[src/rtl/tea_byte_loader.sv]
// tea_byte_loader: byte-serial front end that keys and feeds the tea_interface core.
// Define TEA_CBC_EN to add CBC chaining around the core; without it blocks pass through as ECB.

module tea_byte_loader #(
    parameter int unsigned WAIT_TIMEOUT = 64,
    parameter logic [63:0] IV = 64'h0
) (
    input  logic        clk,
    input  logic        reset_n,
    input  logic [7:0]  s_data,
    input  logic        s_valid,
    input  logic        s_key,
    input  logic        s_mode,
    output logic        s_ready,
    output logic [63:0] core_in,
    output logic        core_mode,
    output logic        core_reset,
    output logic        core_write,
    input  logic [63:0] core_out,
    input  logic        core_out_ready,
    output logic [63:0] m_data,
    output logic        m_valid,
    input  logic        m_ready,
    output logic        key_loaded,
    output logic        err
);
    localparam int DATA_W = 64;
    localparam int CNT_W  = (WAIT_TIMEOUT > 2) ? $clog2(WAIT_TIMEOUT) : 1;
    // The counter is cleared in WRITE, so WAIT_TIMEOUT-2 in WAIT is the WAIT_TIMEOUT-th cycle after write.
    localparam logic [CNT_W-1:0] WAIT_LAST = CNT_W'(WAIT_TIMEOUT - 2);

    typedef enum logic [2:0] {
        COLLECT,
        KEY_HI,
        KEY_LO,
        WRITE,
        WAIT,
        OUT
    } state_t;

    state_t              state;
    logic [3:0]          byte_cnt;
    logic [CNT_W-1:0]    wait_cnt;
    logic                grp_key;
    logic                grp_mode;
    logic                rdy_p0;
    logic [119:0]        key_sr;
    logic [DATA_W-1:0]   key_lo_p0;
    logic [DATA_W-1:0]   last_word;
    logic [DATA_W-1:0]   write_word;
    logic [DATA_W-1:0]   result_word;
    logic                xfer;
    logic                core_edge;

    assign xfer      = s_valid & s_ready;
    assign last_word = {key_sr[55:0], s_data};
    assign core_edge = core_out_ready & ~rdy_p0;

`ifdef TEA_CBC_EN
    logic [DATA_W-1:0] chain;

    assign write_word  = grp_mode ? last_word : (last_word ^ chain);
    assign result_word = core_mode ? (core_out ^ chain) : core_out;
`else
    logic unused_iv;

    assign unused_iv   = ^IV;
    assign write_word  = last_word;
    assign result_word = core_out;
`endif

    // Stage p0: byte assembly; the counter alone decides what is valid, so no reset here
    always_ff @(posedge clk) begin
        if (xfer) begin
            key_sr <= {key_sr[111:0], s_data};
            if (byte_cnt == 4'd15) begin
                key_lo_p0 <= last_word;
            end
        end
    end

    // Control FSM with registered core and stream outputs
    always_ff @(posedge clk) begin
        if (!reset_n) begin
            state      <= COLLECT;
            byte_cnt   <= '0;
            wait_cnt   <= '0;
            grp_key    <= 1'b0;
            grp_mode   <= 1'b0;
            rdy_p0     <= 1'b0;
            s_ready    <= 1'b0;
            core_in    <= '0;
            core_mode  <= 1'b0;
            core_reset <= 1'b1;
            core_write <= 1'b0;
            m_data     <= '0;
            m_valid    <= 1'b0;
            key_loaded <= 1'b0;
            err        <= 1'b0;
`ifdef TEA_CBC_EN
            chain      <= IV;
`endif
        end else begin
            err    <= 1'b0;
            rdy_p0 <= core_out_ready;
            case (state)
                COLLECT: begin
                    s_ready    <= 1'b1;
                    core_reset <= 1'b0;
                    if (xfer) begin
                        if (byte_cnt == 4'd0) begin
                            grp_key  <= s_key;
                            grp_mode <= s_mode;
                        end
                        if (grp_key && byte_cnt == 4'd15) begin
                            byte_cnt   <= '0;
                            state      <= KEY_HI;
                            s_ready    <= 1'b0;
                            core_reset <= 1'b1;
                            core_in    <= key_sr[119:56];
                        end else if (!grp_key && byte_cnt == 4'd7) begin
                            byte_cnt <= '0;
                            if (key_loaded) begin
                                state      <= WRITE;
                                s_ready    <= 1'b0;
                                core_write <= 1'b1;
                                core_mode  <= grp_mode;
                                core_in    <= write_word;
                            end else begin
                                err <= 1'b1;
                            end
                        end else begin
                            byte_cnt <= byte_cnt + 4'd1;
                        end
                    end
                end
                KEY_HI: begin
                    state      <= KEY_LO;
                    core_reset <= 1'b0;
                    core_in    <= key_lo_p0;
                end
                KEY_LO: begin
                    state      <= COLLECT;
                    key_loaded <= 1'b1;
                    s_ready    <= 1'b1;
`ifdef TEA_CBC_EN
                    chain      <= IV;
`endif
                end
                WRITE: begin
                    state      <= WAIT;
                    core_write <= 1'b0;
                    wait_cnt   <= '0;
                end
                WAIT: begin
                    if (core_edge) begin
                        state   <= OUT;
                        m_data  <= result_word;
                        m_valid <= 1'b1;
                    end else if (wait_cnt == WAIT_LAST) begin
                        state   <= COLLECT;
                        err     <= 1'b1;
                        s_ready <= 1'b1;
                    end else begin
                        wait_cnt <= wait_cnt + 1'b1;
                    end
                end
                OUT: begin
                    if (m_ready) begin
                        state   <= COLLECT;
                        m_valid <= 1'b0;
                        s_ready <= 1'b1;
`ifdef TEA_CBC_EN
                        // Decrypt chains on the received ciphertext, which core_in still holds
                        chain   <= core_mode ? core_in : m_data;
`endif
                    end
                end
                default: begin
                    state <= COLLECT;
                end
            endcase
        end
    end

endmodule

[config.mk]
export PLATFORM = sky130hd
export DESIGN_NAME = tea_byte_loader
export DESIGN_NICKNAME = d
export VERILOG_FILES = /design/src/rtl/tea_byte_loader.sv
export SDC_FILE = /design/constraint.sdc
export NUM_CORES = 1
export LEC_CHECK = 0
export ABC_AREA = 1
export ABC_CLOCK_PERIOD_IN_PS = 11350
export BUFFER_PORTS_ARGS = -buffer_cell sky130_fd_sc_hd__buf_2
export CAP_MARGIN = 15
export CORE_ASPECT_RATIO = 0.75
export CORE_MARGIN = 2
export CORE_UTILIZATION = 35
export DETAILED_ROUTE_END_ITERATION = 7
export GPL_TIMING_DRIVEN = 0
export PLACE_DENSITY = 0.62
export SYNTH_ARGS = -nofsm -noshare
export SYNTH_HDL_FRONTEND = slang
export SYNTH_SLANG_ARGS = --single-unit
[constraint.sdc]
create_clock -name clk -period 11.35 [get_ports clk]
set_input_delay 3.405 -clock clk [delete_from_list [all_inputs] [get_ports clk]]
set_output_delay 3.405 -clock clk [all_outputs]
set_load 0.01 [all_outputs]
After elaboration in Yosys (flattened, before gate mapping)
Index checks and enable logic that the tools add are counted.
{"block": "word_totals", "memories": 0, "rom_bits": 0, "latchBits": 0, "inputBits": 79, "register_bits": 335, "output_inout_bits": 135, "ram_bits": 0}
{"block": "classes", "div_mod_pow": 0, "magnitude_cmp": 0, "n_shift": 0, "reduce_logical": 21, "n_eq_ne": 20, "add_sub_neg": 2, "n_bitwise": 4, "mux": 43, "mul": 0}
{"cell": "two-way mux 64 bit", "count": 4}
{"cell": "case mux 64 bit (2 select lines)", "count": 1}
{"cell": "two-way mux 3 bit", "count": 7}
{"cell": "two-way mux 1 bit", "count": 20}
{"cell": "inequality test 2 bit, second input constant", "count": 9}
{"cell": "case mux 3 bit (5 select lines)", "count": 1}
{"cell": "AND reduction 5 bit", "count": 3}
{"cell": "two-way mux 6 bit", "count": 2}
{"cell": "case mux 6 bit (2 select lines)", "count": 1}
{"cell": "inequality test 3 bit, second input constant", "count": 3}
{"cell": "AND reduction 3 bit", "count": 3}
{"cell": "two-way mux 4 bit", "count": 2}
{"cell": "case mux 1 bit (2 select lines)", "count": 4}
{"cell": "AND reduction 4 bit", "count": 2}
{"cell": "nonzero test 2 bit", "count": 4}
{"cell": "adder 6 x 1 -> 6 bit, second input constant", "count": 1}
{"cell": "== test 3 x 2 -> 1 bit, second input constant", "count": 2}
{"cell": "== test 3 bit, second input constant", "count": 2}
{"cell": "== test 6 bit, second input constant", "count": 1}
{"cell": "AND reduction 2 bit", "count": 3}
{"cell": "adder 4 x 1 -> 4 bit, second input constant", "count": 1}
{"cell": "== test 4 x 3 -> 1 bit, second input constant", "count": 1}
{"cell": "== test 4 bit, second input constant", "count": 1}
{"cell": "logical NOT 4 bit", "count": 1}
{"cell": "8 further kinds", "count": 11}

Longest topological paths before layout
Gate-level depths: netlist of run 1.
{"block": "depth", "word_depth": 6, "mapped_depth": 11, "mapped_depth_nobuf": 10}

Least setup slack after synthesis of run 1
OpenSTA, ideal clock, no wires.
{"block": "synth_path", "kind": "input port to flip-flop", "start": "in s_valid", "end": "reg byte_cnt[2]", "setup_ns": 0.119, "required_ns": 11.231, "stages": 7, "arrival_time_ns": 6.843, "slack_ns": 4.388, "path_cell_list": "nand2_1 inv_1 nand2_1 inv_1 nand2_1 o21ai_0 a21oi_1"}
{"block": "synth_between", "elab_chain_len": 2}
{"element": "from (decl)", "line_no": "11", "rtl": "input logic s_valid,"}
{"element": "AND 1 bit", "line_no": "55", "rtl": "assign xfer = s_valid & s_ready;"}
{"element": "named net xfer", "line_no": "52", "rtl": "logic xfer;"}
{"element": "AND reduction 2 bit (no line)"}
{"element": "to (signal assigned)", "line_no": "133", "rtl": "byte_cnt <= byte_cnt + 4'd1;"}
{"element": "to (decl)", "line_no": "42", "rtl": "logic [3:0] byte_cnt;"}
The timed path passes the listed nets, and every way through them passes these cells.
A chain may end at the register's enable or synchronous reset.

Worst setup path in the final report of run 1
{"block": "layout_path", "start": "in reset_n", "end": "reg core_reset"}
{"element": "from (decl)", "line_no": "9", "rtl": "input logic reset_n,"}
{"element": "to (signal assigned)", "line_no": "94", "rtl": "core_reset <= 1'b1;"}
{"element": "to (signal assigned)", "line_no": "109", "rtl": "core_reset <= 1'b0;"}
{"element": "to (signal assigned)", "line_no": "119", "rtl": "core_reset <= 1'b1;"}
{"element": "to (decl)", "line_no": "17", "rtl": "output logic core_reset,"}
No word-level cell between the ends.

==> qor.csv, run 1 <==
metric;value;unit
tritoncts;built;
dr.pass1.iters;7;
cp_data_required_time;11.73;ns
post_cts_buffers;0;
synth_cells;1525;
routed_wl;34700;um
leakagePower;7.90;nW
worst_pin_slew;1.01;ns
io_buffers;213;
clk_pin_slew;0.07;ns
worstHoldPathCells;0;
rows;62;
ys_seq_elements;335;
ioPinCount;214;
drv_slew;0;
nNetsFinal;1860;
power.share.switching;21.2;%
min_from;key_sr[107];
first_iter_violations;828;
status;complete, no violations;
area_growth;21.7;%
reg2reg_to;core_in[59];
finalSetupViolCount;0;
internal_power;1.98;mW
fin_crit_sh;41.7;%
clock-root-buffer;clkbuf_16;
grt_max_degree;98;
power_frac_clock;45.3;%
viasPerCell;4.47;
fill_cells;3725;
final-hold-violation-count;0;
grtUsageTotal;16.9;%
hold_class;register to register;
ys_seq_area_share;63.6;%
grt_first_pass_wirelength;53200;um
holdBufCountCts;0;
place_congestion;0.818;
clock.fmax;211;MHz
cts_max_level;2;
power_density;154;mW/mm^2
avgRoutedWirePerCell;14.9;um
dp_hpwl;24400;um
whs_endpoint;key_sr[115];
fin_setup_tns;0;ns
place_area;0.0152;mm^2
yosysUniqueCellTypes;25;
die_h;174;um
rr_worst_depth;11;
ir_drop;99.6;uV
cts_resized;0;
ant_nets;0;
core;0.0381;mm^2
rsz0062_at_grt;false;
drc_errors;0;
maxCapViolCount;0;
fp.dieW;230;um
antenna_found_initial;6;
syn_area_per_cell;8.82;um^2
layout-drive-gt1-share;17.5;%
via_count;10400;
crit_type;primary input to register;
p_seq_share;52.2;%
grt_pass1_vias;9733;
r2r-start;byte_cnt[1];
comb_power_share;2.5;%
gr-total-overflow;0;
cts.path.max_buffers;3;
multi_input_area;0.00369;mm^2
crit_path_start_kind;primary input;
initial_core_util;35.3;%
fp.dieArea;0.0400;mm^2
final_area;0.0164;mm^2
worst_ep_arrival_time;5.11;ns
cts_made_buffers;34;
regArea;0.00855;mm^2
path_max_fanout;10;
relSlewSlack;32.9;%
period_minus_slack;4.73;ns
syn_nets;1608;
switchingPower;0.532;mW
finClkSkew;0.0252;ns
clk_latency;0.53;ns
ff2ff_setup_slack;9.28;ns
syn_area;0.0134;mm^2
ys_warn_count;0;
cp-end-kind;register;
clock_sinks;335;
-- layout make-up --
type,instances,area share [%]
diodes,5,0.0764
plain buffers,71,2.32
clock buffers,48,5.83
clock inverters,14,1.01
inverters,222,5.12
multi-input cells,897,22.6
flip-flops and latches,335,52.2
well taps,512,3.91
repair buffers,216,6.93
-- cells by family after synthesis --
logic type	Yosys count	share of synthesized area (%)
simple gates	735	21.0
flops	335	63.6
buf+inv	293	9.02
compound gates	155	5.83
fa+ha+maj	4	0.372
xor+xnor	3	0.195
-- power by group through the flow --
stage | Combinational [mW] | Clock, mW | Sequential [mW]
5_1_grt | 0.0700 | 1.21 | 1.31
3_5_place_dp | 0.0618 | 0 | 1.34
4_1_cts | 0.0622 | 1.16 | 1.31
6_report | 0.0621 | 1.14 | 1.31
2_1_floorplan | 0.0333 | 0 | 1.33
3_3_place_gp | 0.0594 | 0 | 1.34
-- placed cells by master, fill, tap and decap left out, types with 3 or more instances in the layout --
cell and instances:
nand4_1 4, clkinv_2 4, nor3_1 4, bufinv_16 3, buf_4 9, a21oi_1 79, edfxtp_1 184, ha_1 4
o21ai_0 73, buf_2 240, inv_1 219, clkinv_1 5, clkbuf_8 3, nand2_1 351, nand3_1 19, clkbuf_1 39
diode_2 5, clkbuf_16 35, nand3_2 3, dfxtp_1 151, nor2_1 351, buf_6 6
-- flip-flops by register name (all words and copies together), names as in the netlist --
name        flops
key_loaded      1
m_valid         1
err             1
core_mode       1
key_sr        120
s_ready         1
byte_cnt        4
m_data         64
core_in        64
key_lo_p0      64
grp_key         1
wait_cnt        6
grp_mode        1
core_reset      1
core_write      1
rdy_p0          1
state           3
-- cell usage after synthesis --
cell        n  share of area, %
dfxtp_1   151                22
nor2_4      1             0.084
inv_1     220               6.1
o221ai_1    1             0.065
a31oi_1     1             0.047
a21oi_1    79               2.9
o21ai_0    73               2.7
buf_4       9              0.50
buf_6       6              0.50
clkinv_1    1             0.028
ha_1        4              0.37
nand2_1   351               9.8
a21oi_2     1             0.065
inv_2       1             0.028
clkbuf_1   29              0.81
nand2_2     1             0.047
xnor2_1     1             0.065
nor3_1      4              0.15
buf_2      27               1.0
nor2_1    352               9.8
nand3_1    19              0.71
edfxtp_1  184                41
nand3_2     3              0.22
xor2_1      2              0.13
nand4_1     4              0.19
-- worst max-delay path, stage by stage --
cell	delay (ns)
buf_2	0.17
clkbuf_1	0.77
clkbuf_1	0.53
o221ai_1	0.23
-- through the flow --
stage | power (mW) | worst slack [ns] | std cells | hold WS [ns] | util (%)
finish | 2.51 | 6.62 | 2320 | 0.439 | 43.0
global route | 2.59 | 6.54 | 2318 | 0.444 | 43.0
CTS | 2.54 | 6.59 | 2315 | 0.430 | 42.9
detailed placement | 1.40 | 6.03 | 2253 | 0.433 | 40.0
global placement | 1.40 | 2.80 | 2250 | 0.431 | 39.8
floorplan | 1.37 | 4.39 | 1525 | 0.421 | -
-- worst max path at each step --
| stage | cells after the start | from | endpoint |
|---|---|---|---|
| after global placement | 6 | s_valid | grp_key |
| after detailed placement | 4 | reset_n | core_reset |
| after global routing | 4 | reset_n | core_reset |
| after floorplan | 7 | s_valid | byte_cnt[2] |
| final | 4 | reset_n | core_reset |
| after CTS | 4 | reset_n | core_reset |
-- metal layers --
metal	up-vias	track usage [%]	wire, um
met2	282	25.2	14900
met5	-	0	13
met1	4798	24.5	16600
met3	58	3.67	2340
li1	5228	-	-
met4	2	5.43	828
(Power assumes the default switching activity.)
==> inputs of run 2 (changes only) <==
ABC_CLOCK_PERIOD_IN_PS = 4300   (was 11350)
PLACE_DENSITY = 0.64   (was 0.62)
clock period = 4.3 ns   (was 11.35 ns; I/O delays follow)
==> run 2 against run 1 <==
Compared with the run above: sequential share of layout area decreased by 0.060 points; first-iteration DRC count increased by 5.7%; utilization about the same; combinational power rose to 2.7 times the previous value; wire length is 0.38% lower; critical path type unchanged; highest routed layer unchanged.
==> qor.csv, run 2 (synthesis results as in run 1) <==
metric;value;unit;change
power_density;402;mW/mm^2;was 154 mW/mm^2
leakagePower;7.91;nW;was 7.90 nW
min_from;key_sr[84];;was key_sr[107]
fill_cells;3727;;was 3725
fp.dieW;230;um;unchanged
hold_class;register to register;;unchanged
clock_sinks;335;;unchanged
maxCapViolCount;0;;unchanged
finClkSkew;0.0266;ns;was 0.0252 ns
viasPerCell;4.49;;was 4.47
cts_max_level;2;;unchanged
final-hold-violation-count;0;;unchanged
rows;62;;unchanged
relSlewSlack;42.4;%;was 32.9%
ioPinCount;214;;unchanged
grt_pass1_vias;9965;;was 9733
clk_pin_slew;0.06;ns;was 0.07 ns
ant_nets;0;;unchanged
whs_endpoint;key_sr[92];;was key_sr[115]
worstHoldPathCells;0;;unchanged
cts_made_buffers;35;;was 34
post_cts_buffers;0;;unchanged
area_growth;21.8;%;was 21.7%
fin_crit_sh;74.8;%;
via_count;10400;;about the same
layout-drive-gt1-share;17.5;%;about the same
clock-root-buffer;clkbuf_16;;unchanged
ir_drop;262;uV;was 99.6 uV
grtUsageTotal;17.2;%;was 16.9%
rsz0062_at_grt;false;;unchanged
regArea;0.00855;mm^2;unchanged
nNetsFinal;1863;;was 1860
clk_latency;0.53;ns;about the same
holdBufCountCts;0;;unchanged
crit_path_start_kind;primary input;;unchanged
rr_worst_depth;10;;was 11
cts.path.max_buffers;3;;unchanged
io_buffers;213;;unchanged
core;0.0381;mm^2;unchanged
cp_data_required_time;4.71;ns;was 11.73 ns
fin_cells;2321;;was 2320
avgRoutedWirePerCell;14.9;um;about the same
final_cell_mix;nand2_1 (351), nor2_1 (351), buf_2 (240);;unchanged
drv_slew;0;;unchanged
path_max_fanout;35;;was 10
worst_ep_arrival_time;3.62;ns;was 5.11 ns
tritoncts;built;;unchanged
die_h;174;um;unchanged
fin_setup_tns;0;ns;unchanged
place_inst;2255;;was 2253
fp.dieArea;0.0400;mm^2;unchanged
routed_wl;34500;um;was 34700 um
crit_type;primary input to register;;unchanged
grt_max_degree;36;;was 98
cts_resized;0;;unchanged
largest_register_ffs;120;;unchanged
post-route-util;43.0;%;about the same
period_minus_slack;3.21;ns;
ff2ff_setup_slack;1.62;ns;was 9.28 ns
finalSetupViolCount;0;;unchanged
cp-startpoint;s_valid;;was reset_n
clock.fmax;311;MHz;
first_iter_violations;875;;was 828
drc_errors;0;;unchanged
dp_hpwl;24500;um;was 24400 um
grt_first_pass_wirelength;54500;um;was 53200 um
antenna_found_initial;5;;was 6
multi_input_area;0.00369;mm^2;unchanged
initial_core_util;35.3;%;unchanged
r2r-start;s_ready;;was byte_cnt[1]
reg2reg_to;core_in[57];;was core_in[59]
gr-total-overflow;0;;unchanged
cp-end-kind;register;;unchanged
top_register;key_sr;;unchanged
worst_pin_slew;0.865;ns;was 1.01 ns
status;complete, no violations;;unchanged
dr.pass1.iters;6;;was 7
place_congestion;0.860;;was 0.818
-- run 2: critical path, cell delays in order --
cell and delay [ns]:
buf_2 0.09, nand2_1 0.24, clkinvlp_4 0.75, a21oi_2 0.41, nand2_2 0.12, nand3_2 0.09, buf_6 0.22, buf_4 0.22
nand2_1 0.06, nand2_1 0.06, nor2_1 0.05
-- run 2: metrics by stage --
step | setup slack (ns) | hold WS [ns] | instance area [um^2] | total power [mW]
5_1_grt | 0.938 | 0.461 | 16400 | 6.81
4_1_cts | 1.09 | 0.443 | 16400 | 6.65
3_3_place_gp | -1.19 | 0.433 | 15200 | 3.69
6_report | 1.09 | 0.436 | 16400 | 6.59
3_5_place_dp | 0.534 | 0.435 | 15300 | 3.70
2_1_floorplan | 0.125 | 0.421 | 13500 | 3.60
-- run 2: report_power, final --
part / switching, mW / total, mW / internal [mW]
Clock: 1.26 / 2.96 / 1.70
Sequential: 0.0383 / 3.46 / 3.43
Combinational: 0.106 / 0.168 / 0.0623
-- run 2: area by class of cell --
type / count / share of cell area, %
Clock inverter: 15 / 0.687
Multi-Input combinational cell: 897 / 22.5
Sequential cell: 335 / 52.2
Clock buffer: 49 / 6.12
Antenna cell: 2 / 0.0305
Buffer: 71 / 2.31
Inverter: 222 / 5.11
Tap cell: 512 / 3.91
Timing Repair Buffer: 218 / 7.12
-- run 2: worst max-delay path by stage --
| stage | end | slack [ns] | cells past startpoint |
|---|---|---|---|
| 6_report | core_in[57] | 1.09 | 11 |
| 5_1_grt | core_in[59] | 0.94 | 11 |
| 4_1_cts | core_in[57] | 1.09 | 11 |
| 3_5_place_dp | core_in[57] | 0.53 | 11 |
| 3_3_place_gp | core_in[62] | -1.19 | 11 |
| 2_1_floorplan | core_in[57] | 0.12 | 10 |
-- run 2: metal layers --
layer  share of wire (%)  GRT usage [%]
met2                  43           25.1
met5                0.11              0
met3                 7.1           4.34
met1                  48           25.2
met4                 2.4           5.13
